## src/rtl/uart_arb_pkg.sv

```systemverilog
// Shared types and helpers for the UART transmit arbiter.
// Optional line lock is enabled with UART_ARB_LINE_LOCK_EN.
package uart_arb_pkg;

  typedef enum logic [0:0] {
    IDLE = 1'b0,
    SEND = 1'b1
  } state_t;

  localparam logic [7:0]  LF_BYTE = 8'h0A;
  localparam int unsigned UART_DW = 32;

  // Next index after v, wrapping back to 0 at n.
  function automatic int unsigned wrap_inc(input int unsigned v, input int unsigned n);
    return (v + 32'd1 >= n) ? 32'd0 : v + 32'd1;
  endfunction

endpackage

```

## src/rtl/uart_tx_arbiter_rr_pick.sv

```systemverilog
// Combinational round-robin search: first eligible requester at or after i_ptr, wrapping.
// Used by uart_tx_arbiter; i_mask restricts the candidates when UART_ARB_LINE_LOCK_EN locks a line.
module rr_pick #(
  parameter int unsigned NREQ = 2,
  parameter int unsigned IDW  = 3
) (
  input  logic [NREQ-1:0] i_valid,
  input  logic [NREQ-1:0] i_mask,
  input  logic [IDW-1:0]  i_ptr,
  output logic            o_found_c,
  output logic [IDW-1:0]  o_idx_c
);

  localparam int unsigned NPAD = 1 << IDW;

  logic [NPAD-1:0] w_elig;
  logic [IDW-1:0]  w_cand;

  assign w_elig = NPAD'(i_valid & i_mask);

  // Walk NREQ candidates starting at i_ptr; the first hit wins.
  always_comb begin
    o_found_c = 1'b0;
    o_idx_c   = '0;
    w_cand    = '0;
    for (int unsigned k = 0; k < NREQ; k++) begin
      w_cand = IDW'((32'(i_ptr) + k >= NREQ) ? (32'(i_ptr) + k - NREQ) : (32'(i_ptr) + k));
      if (!o_found_c && w_elig[w_cand]) begin
        o_found_c = 1'b1;
        o_idx_c   = w_cand;
      end
    end
  end

endmodule

```

## src/rtl/uart_tx_arbiter.sv

```systemverilog
// Round-robin arbiter sharing the UART transmit data register among NREQ byte sources.
// Define UART_ARB_LINE_LOCK_EN to keep a granted source locked until it sends LF.
module uart_tx_arbiter
  import uart_arb_pkg::*;
#(
  parameter int unsigned NREQ = 2,
  parameter int unsigned IDW  = 3
) (
  input  logic                 bus_clk,
  input  logic                 bus_reset,
  input  logic [NREQ-1:0]      req_valid,
  input  logic [8*NREQ-1:0]    req_data,
  output logic [NREQ-1:0]      req_ready,
  output logic                 uart_dat_we,
  output logic [UART_DW-1:0]   uart_dat_di,
  input  logic                 uart_dat_ack,
  output logic [IDW-1:0]       grant_id,
  output logic                 busy
);

  state_t           r_state;
  state_t           w_state_nxt;

  logic [NREQ-1:0]  r_ready;
  logic             r_we;
  logic [7:0]       r_di;
  logic [IDW-1:0]   r_grant;
  logic [IDW-1:0]   r_ptr;
  logic             r_busy;

  logic [NREQ-1:0]  w_ready_nxt;
  logic             w_we_nxt;
  logic [7:0]       w_di_nxt;
  logic [IDW-1:0]   w_grant_nxt;
  logic [IDW-1:0]   w_ptr_nxt;

  logic [NREQ-1:0]  w_mask;
  logic             w_found;
  logic [IDW-1:0]   w_idx;
  logic [7:0]       w_sel_byte;

`ifdef UART_ARB_LINE_LOCK_EN
  logic             r_lock;
  logic             w_lock_nxt;

  // While locked only the owner of the open line may be picked.
  assign w_mask = r_lock ? (NREQ'(1) << r_grant) : '1;
`else
  assign w_mask = '1;
`endif

  rr_pick #(
    .NREQ (NREQ),
    .IDW  (IDW)
  ) u_pick (
    .i_valid   (req_valid),
    .i_mask    (w_mask),
    .i_ptr     (r_ptr),
    .o_found_c (w_found),
    .o_idx_c   (w_idx)
  );

  always_comb begin
    w_sel_byte = '0;
    for (int i = 0; i < int'(NREQ); i++) begin
      if (IDW'(i) == w_idx) w_sel_byte = req_data[i*8 +: 8];
    end
  end

  always_ff @(posedge bus_clk) begin
    if (bus_reset) r_state <= IDLE;
    else           r_state <= w_state_nxt;
  end

  always_comb begin
    w_state_nxt = r_state;
    case (r_state)
      IDLE:    if (w_found)      w_state_nxt = SEND;
      SEND:    if (uart_dat_ack) w_state_nxt = IDLE;
      default:                   w_state_nxt = IDLE;
    endcase
  end

  // Next values for the registered outputs; everything holds unless the FSM acts.
  always_comb begin
    w_ready_nxt = '0;
    w_we_nxt    = r_we;
    w_di_nxt    = r_di;
    w_grant_nxt = r_grant;
    w_ptr_nxt   = r_ptr;
`ifdef UART_ARB_LINE_LOCK_EN
    w_lock_nxt  = r_lock;
`endif
    case (r_state)
      IDLE: begin
        if (w_found) begin
          w_ready_nxt = NREQ'(1) << w_idx;
          w_we_nxt    = 1'b1;
          w_di_nxt    = w_sel_byte;
          w_grant_nxt = w_idx;
`ifdef UART_ARB_LINE_LOCK_EN
          w_lock_nxt  = (w_sel_byte != LF_BYTE);
`endif
        end
      end
      SEND: begin
        if (uart_dat_ack) begin
          w_we_nxt  = 1'b0;
          w_ptr_nxt = IDW'(wrap_inc(32'(r_grant), NREQ));
        end
      end
      default: begin
        w_we_nxt = 1'b0;
      end
    endcase
  end

  always_ff @(posedge bus_clk) begin
    if (bus_reset) begin
      r_ready <= '0;
      r_we    <= 1'b0;
      r_di    <= '0;
      r_grant <= '0;
      r_ptr   <= '0;
      r_busy  <= 1'b0;
`ifdef UART_ARB_LINE_LOCK_EN
      r_lock  <= 1'b0;
`endif
    end else begin
      r_ready <= w_ready_nxt;
      r_we    <= w_we_nxt;
      r_di    <= w_di_nxt;
      r_grant <= w_grant_nxt;
      r_ptr   <= w_ptr_nxt;
      r_busy  <= (w_state_nxt != IDLE);
`ifdef UART_ARB_LINE_LOCK_EN
      r_lock  <= w_lock_nxt;
`endif
    end
  end

  assign req_ready   = r_ready;
  assign uart_dat_we = r_we;
  assign uart_dat_di = UART_DW'(r_di);
  assign grant_id    = r_grant;
  assign busy        = r_busy;

endmodule

```

## config.mk

```make
export PLATFORM = sky130hd
export DESIGN_NAME = uart_tx_arbiter
export DESIGN_NICKNAME = d
export VERILOG_FILES = /design/src/rtl/uart_arb_pkg.sv /design/src/rtl/uart_tx_arbiter_rr_pick.sv /design/src/rtl/uart_tx_arbiter.sv
export SDC_FILE = /design/constraint.sdc
export NUM_CORES = 1
export LEC_CHECK = 0
export ABC_AREA = 0
export CORE_AREA = 2 2 54 56
export CTS_BUF_LIST = sky130_fd_sc_hd__clkbuf_8
export CTS_CLUSTER_SIZE = 8
export DETAILED_ROUTE_END_ITERATION = 6
export DIE_AREA = 0 0 56 58
export HOLD_SLACK_MARGIN = 0.12
export PLACE_DENSITY_LB_ADDON = 0.12
export SLEW_MARGIN = 5
export SYNTH_ARGS = -nofsm -noshare
export SYNTH_HDL_FRONTEND = slang
export SYNTH_SLANG_ARGS = --single-unit
```

## constraint.sdc

```tcl
create_clock -name bus_clk -period 3.5 [get_ports bus_clk]
set_clock_uncertainty 0.1 [all_clocks]
set_input_delay 0.7 -clock bus_clk [delete_from_list [all_inputs] [get_ports bus_clk]]
set_output_delay 0.7 -clock bus_clk [all_outputs]
set_load 0.1 [all_outputs]
```

**After elaboration in Yosys (flattened, before gate mapping)**

Cells that the tools add are included.
Widths: inputs -> output; s select.

- Muxes and demuxes: 19
- Reduce and logical (&&, ||, !) cells: 7
- Add/subtract/negate cells: 4
- Order comparisons: 5
- Equal/unequal tests: 3
- Shift-type cells: 1
- Bitwise logic cells: 2

Operators by type and width:

| cell | number |
|---|---|
| $mux 8 | 2 |
| $mux 3 | 5 |
| $add 3x1->4 const B | 2 |
| $ge 4x2->1 const B | 2 |
| $lt 3x4->1 const B | 2 |
| $mux 1 | 8 |
| $bmux 1 s3 | 2 |
| $reduce_and 2->1 | 3 |
| $sub 3x2->3 const B | 2 |
| $pmux 1 s2 | 2 |
| $eq 1x3->1 const A | 1 |
| $ge 3x2->1 const B | 1 |
| $logic_not 3->1 | 1 |
| $reduce_or 3->1 | 1 |
| $shl 1x3->2 const A | 1 |
| $ne 2x1->1 const B | 1 |
| $ne 2x2->1 const B | 1 |
| $not 1->1 | 2 |
| $logic_and 1x1->1 | 1 |
| $logic_not 1->1 | 1 |

- Input port bits: 21
- Logic and storage cells: 47
- Output and inout port bits: 39
- Register bits after elaboration: 18

**Longest topological paths before layout**

- Depth after elaboration: 11
- Depth in mapped cells: 8
- Gate-level depth less buffers: 7

**Hierarchy**

From an unflattened synthesis, not the netlist that was laid out.

- Cell total of the unflattened synthesis: 128
- Area total of the unflattened synthesis: 1136.1 um^2

Modules (own cells, without submodules):

| module | area an instance (um^2) | cells each | seq. area each (um^2) | times used |
|---|---|---|---|---|
| uart_tx_arbiter | 939.7 | 100 | 360.3 | 1 |
| rr_pick | 196.4 | 28 | 0.0 | 1 |

**Worst setup path before layout**

No wires, ideal clock.

- Kind: reg-to-reg
- From: register r_ptr[0]
- To: register r_grant[0], in the netlist grant_id[0]
- Data arrival time: 1903 ps
- Stages on the path, launching flop included: 8
- Period minus slack after synthesis: 2063 ps
- Required time: 3340 ps
- Library setup time: 60 ps
- Setup slack: 1437 ps
- Buffers on the path: 1
- Path through: dfxtp_1 -> ha_1 -> nand3b_1 -> mux4_2 -> a211o_1 -> buf_6 -> nor2_4 -> a21o_1

- Cells in the longest elaborated chain, start to end: 9
- Elaborated cells between the ends (all ways): 18
- Classes of those cells: add/sub (3); order compare (2); mux (10); reduce/logical (3)

Ends and longest elaborated chain:

| element | RTL line | RTL |
|---|---|---|
| from (decl) | uart_tx_arbiter.sv:28 | `logic [IDW-1:0] r_ptr;` |
| from (signal assigned) | uart_tx_arbiter.sv:134 | `r_ptr <= w_ptr_nxt;` |
| branches (longest 9 deep; another with $add 3x1->4) | -- |  |
| to (signal assigned) | uart_tx_arbiter.sv:133 | `r_grant <= w_grant_nxt;` |
| to (decl) | uart_tx_arbiter.sv:27 | `logic [IDW-1:0] r_grant;` |

Several ways; the timed one is not identified. The select of a mux whose other input is x is not followed.
A chain may end at the register's enable or synchronous reset.

**Worst setup path in the final report**

- From: register r_di[7]
- To: output port uart_dat_di[7]

RTL lines:

| element | RTL line | RTL |
|---|---|---|
| from (decl) | uart_tx_arbiter.sv:26 | `logic [7:0] r_di;` |
| from (signal assigned) | uart_tx_arbiter.sv:132 | `r_di <= w_di_nxt;` |
| to (decl) | uart_tx_arbiter.sv:15 | `output logic [UART_DW-1:0] uart_dat_di,` |

No word-level cell between the ends.

==> metrics.md <==
| Metric | Value |
|---|---|
| Outcome | `completed` |
| Cell area after synthesis | `1010 sq um` |
| Slew @ Worst Pin | `983 ps` |
| Worst setup EP type | `output pin` |
| Crit-path cells | `clkdlybuf4s50_1` |
| Clock Latency Late Sink | `250 ps` |
| Slowest cell delay on critical path | `1140 ps` |
| Vias in the first global route | `699` |
| Critical Path Fanout Max | `2` |
| Initial Utilization | `0.379` |
| DR vias | `764` |
| Seq pwr share | `0.326` |
| Commonest cells post-synth | `25 x buf_4, 18 x dfxtp_1, 9 x mux2i_1` |
| Buf/Inv on CP | `1` |
| Share of layout cells above drive strength 1 | `0.0942` |
| Count leader, synth | `buf_4` |
| Sinks on Clock Net | `18` |
| Mapped Cells | `102` |
| Starting DRC count in detailed routing | `2` |
| Worst R2R End | `grant_id[0]` |
| CP delay by family, top | `buffers and inverters` |
| Switching Share | `0.483` |
| Setup repair bufs after CTS | `0` |
| Final TNS setup | `0 ps` |
| Total placed instance area | `1280 sq um` |
| Placer Congestion | `0.716` |
| Worst Slack Setup Final | `just under 1000 ps` |
| Leakage | `0.597 nW` |
| Ys flop type | `dfxtp_1` |
| Wirelength per Cell | `11.1 um` |
| Root Buffer | `clkbuf_8` |
| Chip width | `between 50 and 60 um` |
| Hold Path Class | `reg -> reg` |
| Sequential fraction of the synthesis area | `0.357` |
| First-pass GRT wire length | `3.06 mm` |
| Combinational group share of total power | `0.482` |
| P_int | `around 0.37 mW` |
| NumNets Final | `165` |
| Synth area leaders | `dfxtp_1 36%, buf_4 19%, mux2i_1 8.9%` |
| Post-DP HPWL | `~1.5 mm` |
| CTS max path bufs | `2` |
| Area growth from synthesis to layout | `31.2%` |
| Fin. max-slew vios | `0` |
| Setup WS pre-CTS | `861 ps` |
| Slew HR | `0.343` |
| YS warnings | `0` |
| # IOs | `60` |
| Startpoint Class | `register` |
| Clock slew seen by the registers of the worst setup and hold paths | `roughly 60 ps` |
| Leading area contributor after synthesis | `dfxtp_1` |
| CP Data Arrival Time | `1720 ps` |
| EDFF count, synth | `0` |
| Max IR drop VDD | `305 uV` |
| Die height | `58 um` |
| Reg-to-Reg Start | `r_ptr[0]` |
| Flop2flop setup slack | `1220 ps` |
| Global route total overflow | `0` |
| Drc violations | `0` |
| Post-synthesis async set-or-reset flop share | `0` |
| Largest net degree at the start of global routing | `12` |
| Clk network pwr share | `0.192` |
| Full die area | `3250 sq um` |
| Post-CTS sizing | `0` |
| Syn Area/Cell | `roughly 9.9 sq um` |
| H-tree levels | `1` |
| Setup crit start | `r_di[7]` |
| F_max | `0.397 GHz` |
| Final setup vio count | `0` |
| Antenna violations before repair | `0` |
| Yosys cell types | `30` |
| Crit Path Class | `reg -> out` |
| RSZ-0062 raised after global routing | `false` |
| Antenna-violating nets left | `0` |
| Net switching power | `0.348 mW` |
| Total GRT Usage | `0.119` |
| Max-Cap Viols | `0` |
| Area share of the leading cell type in the synthesized netlist | `0.357` |
| PortBufs | `35` |
| Row cnt | `19` |
| Cell Pwr Density | `544 nW/um^2` |
| Fin Hold WS | `around 360 ps` |
| Final hold vios | `0` |
| Final Instance Area | `1330 sq um` |
| Hold buffer count at cts | `0` |
| Worst path required time | `2700 ps` |
| Number of CTS-inserted buffers | `3` |
| Drt via density | `roughly 4.5` |
| Final Routed Wirelength | `1.87 mm` |
| Reg2Reg Depth | `6` |
| Core area | `around 2700 sq um` |
| DRT Pass-1 Iters | `4` |
| ANT cells | `0` |
| Critical path depth | `1` |
| Synthesized flop and latch total | `18` |
| Crit path capture | `uart_dat_di[7]` |
| Tcrit/Tclk final | `0.720` |
| CP max-delay cell | `clkdlybuf4s50_1` |
| CTS tree | `built` |
| Min Tclk post-route | `2520 ps` |
[how the worst min path moves through the flow]
stage	from	to	slack (ps)	depth (start not counted)
after floorplan	r_ptr[1]	r_ptr[1]	390	1
after global routing	r_di[6]	r_di[6]	380	1
after CTS	r_di[5]	r_di[5]	370	1
final	r_di[5]	r_di[5]	360	1
after detailed placement	r_di[5]	r_di[5]	350	1
after global placement	r_di[5]	r_di[5]	340	1
[cells in the final DEF (no fill, tap or decap), drive strengths merged]
master         netlist  layout
nand2                2       2
buf                 27       7
a21o                 1       1
nor2                 4       4
xnor2                1       1
mux2                 1       1
mux4                 1       1
o21a                 1       1
a22oi                1       1
clkdlybuf4s50        0      30
and2                 4       4
dfxtp               18      18
a211o                1       1
a21oi                2       2
nand3b               3       3
clkbuf               0       3
nor2b                1       1
a32oi                1       1
or3                  1       1
mux2i                9       9
conb                 1      24
ha                   4       4
and4                 1       1
o21ai                2       2
inv                  5       5
o2bb2ai              8       8
nand4                1       1
nor3                 1       1
[area by class of cell]
| cell class | count | area (sq um) |
|---|---|---|
| Multi-Input combinational cell | 75 | 513 |
| Inverter | 5 | 18.8 |
| Sequential cell | 18 | 360 |
| Clock buffer | 3 | 41.3 |
| Fill cell | 268 | 1340 |
| Tap cell | 31 | 38.8 |
| Timing Repair Buffer | 37 | 353 |
[metrics by stage]
| stage | instances | utilization | power, mW |
|---|---|---|---|
| 6_report | 169 | 0.498 | 0.720 |
| 5_1_grt | 169 | 0.498 | 0.753 |
| 4_1_cts | 169 | 0.498 | 0.729 |
| 3_5_place_dp | 166 | 0.482 | 0.589 |
| 3_3_place_gp | 166 | 0.482 | 0.587 |
| 2_1_floorplan | 125 | - | 0.544 |
[power by group through the flow]
stage / Combinational [mW] / Clock (mW) / Sequential (mW)
3_3_place_gp: 0.348 / 0 / 0.239
4_1_cts: 0.349 / 0.144 / 0.235
2_1_floorplan: 0.186 / 0 / 0.359
5_1_grt: 0.360 / 0.156 / 0.237
6_report: 0.347 / 0.138 / 0.235
3_5_place_dp: 0.349 / 0 / 0.240
[cells by family after synthesis]
group,Yosys count,share of synthesized area
buf+inv,32,0.221
xor+xnor,1,0.00868
flops,18,0.357
fa+ha+maj,4,0.0496
mux,11,0.123
other cells,1,0.00371
compound gates,17,0.129
simple gates,18,0.109
[routing by layer]
metal | global-route usage | routed length [um] | up-vias
li1 | - | - | 380
met1 | 0.133 | 779 | 345
met2 | 0.210 | 880 | 39
met3 | 0.0357 | 207 | 0
met4 | 0.0510 | 0 | 0
met5 | 0 | 0 | -
[flip-flops by register name, summed over array words and instances (netlist names)]
signal       flops
r_di             8
grant_id         3
r_ptr            3
req_ready        2
busy             1
uart_dat_we      1
Power figures use the tool's default switching activity.
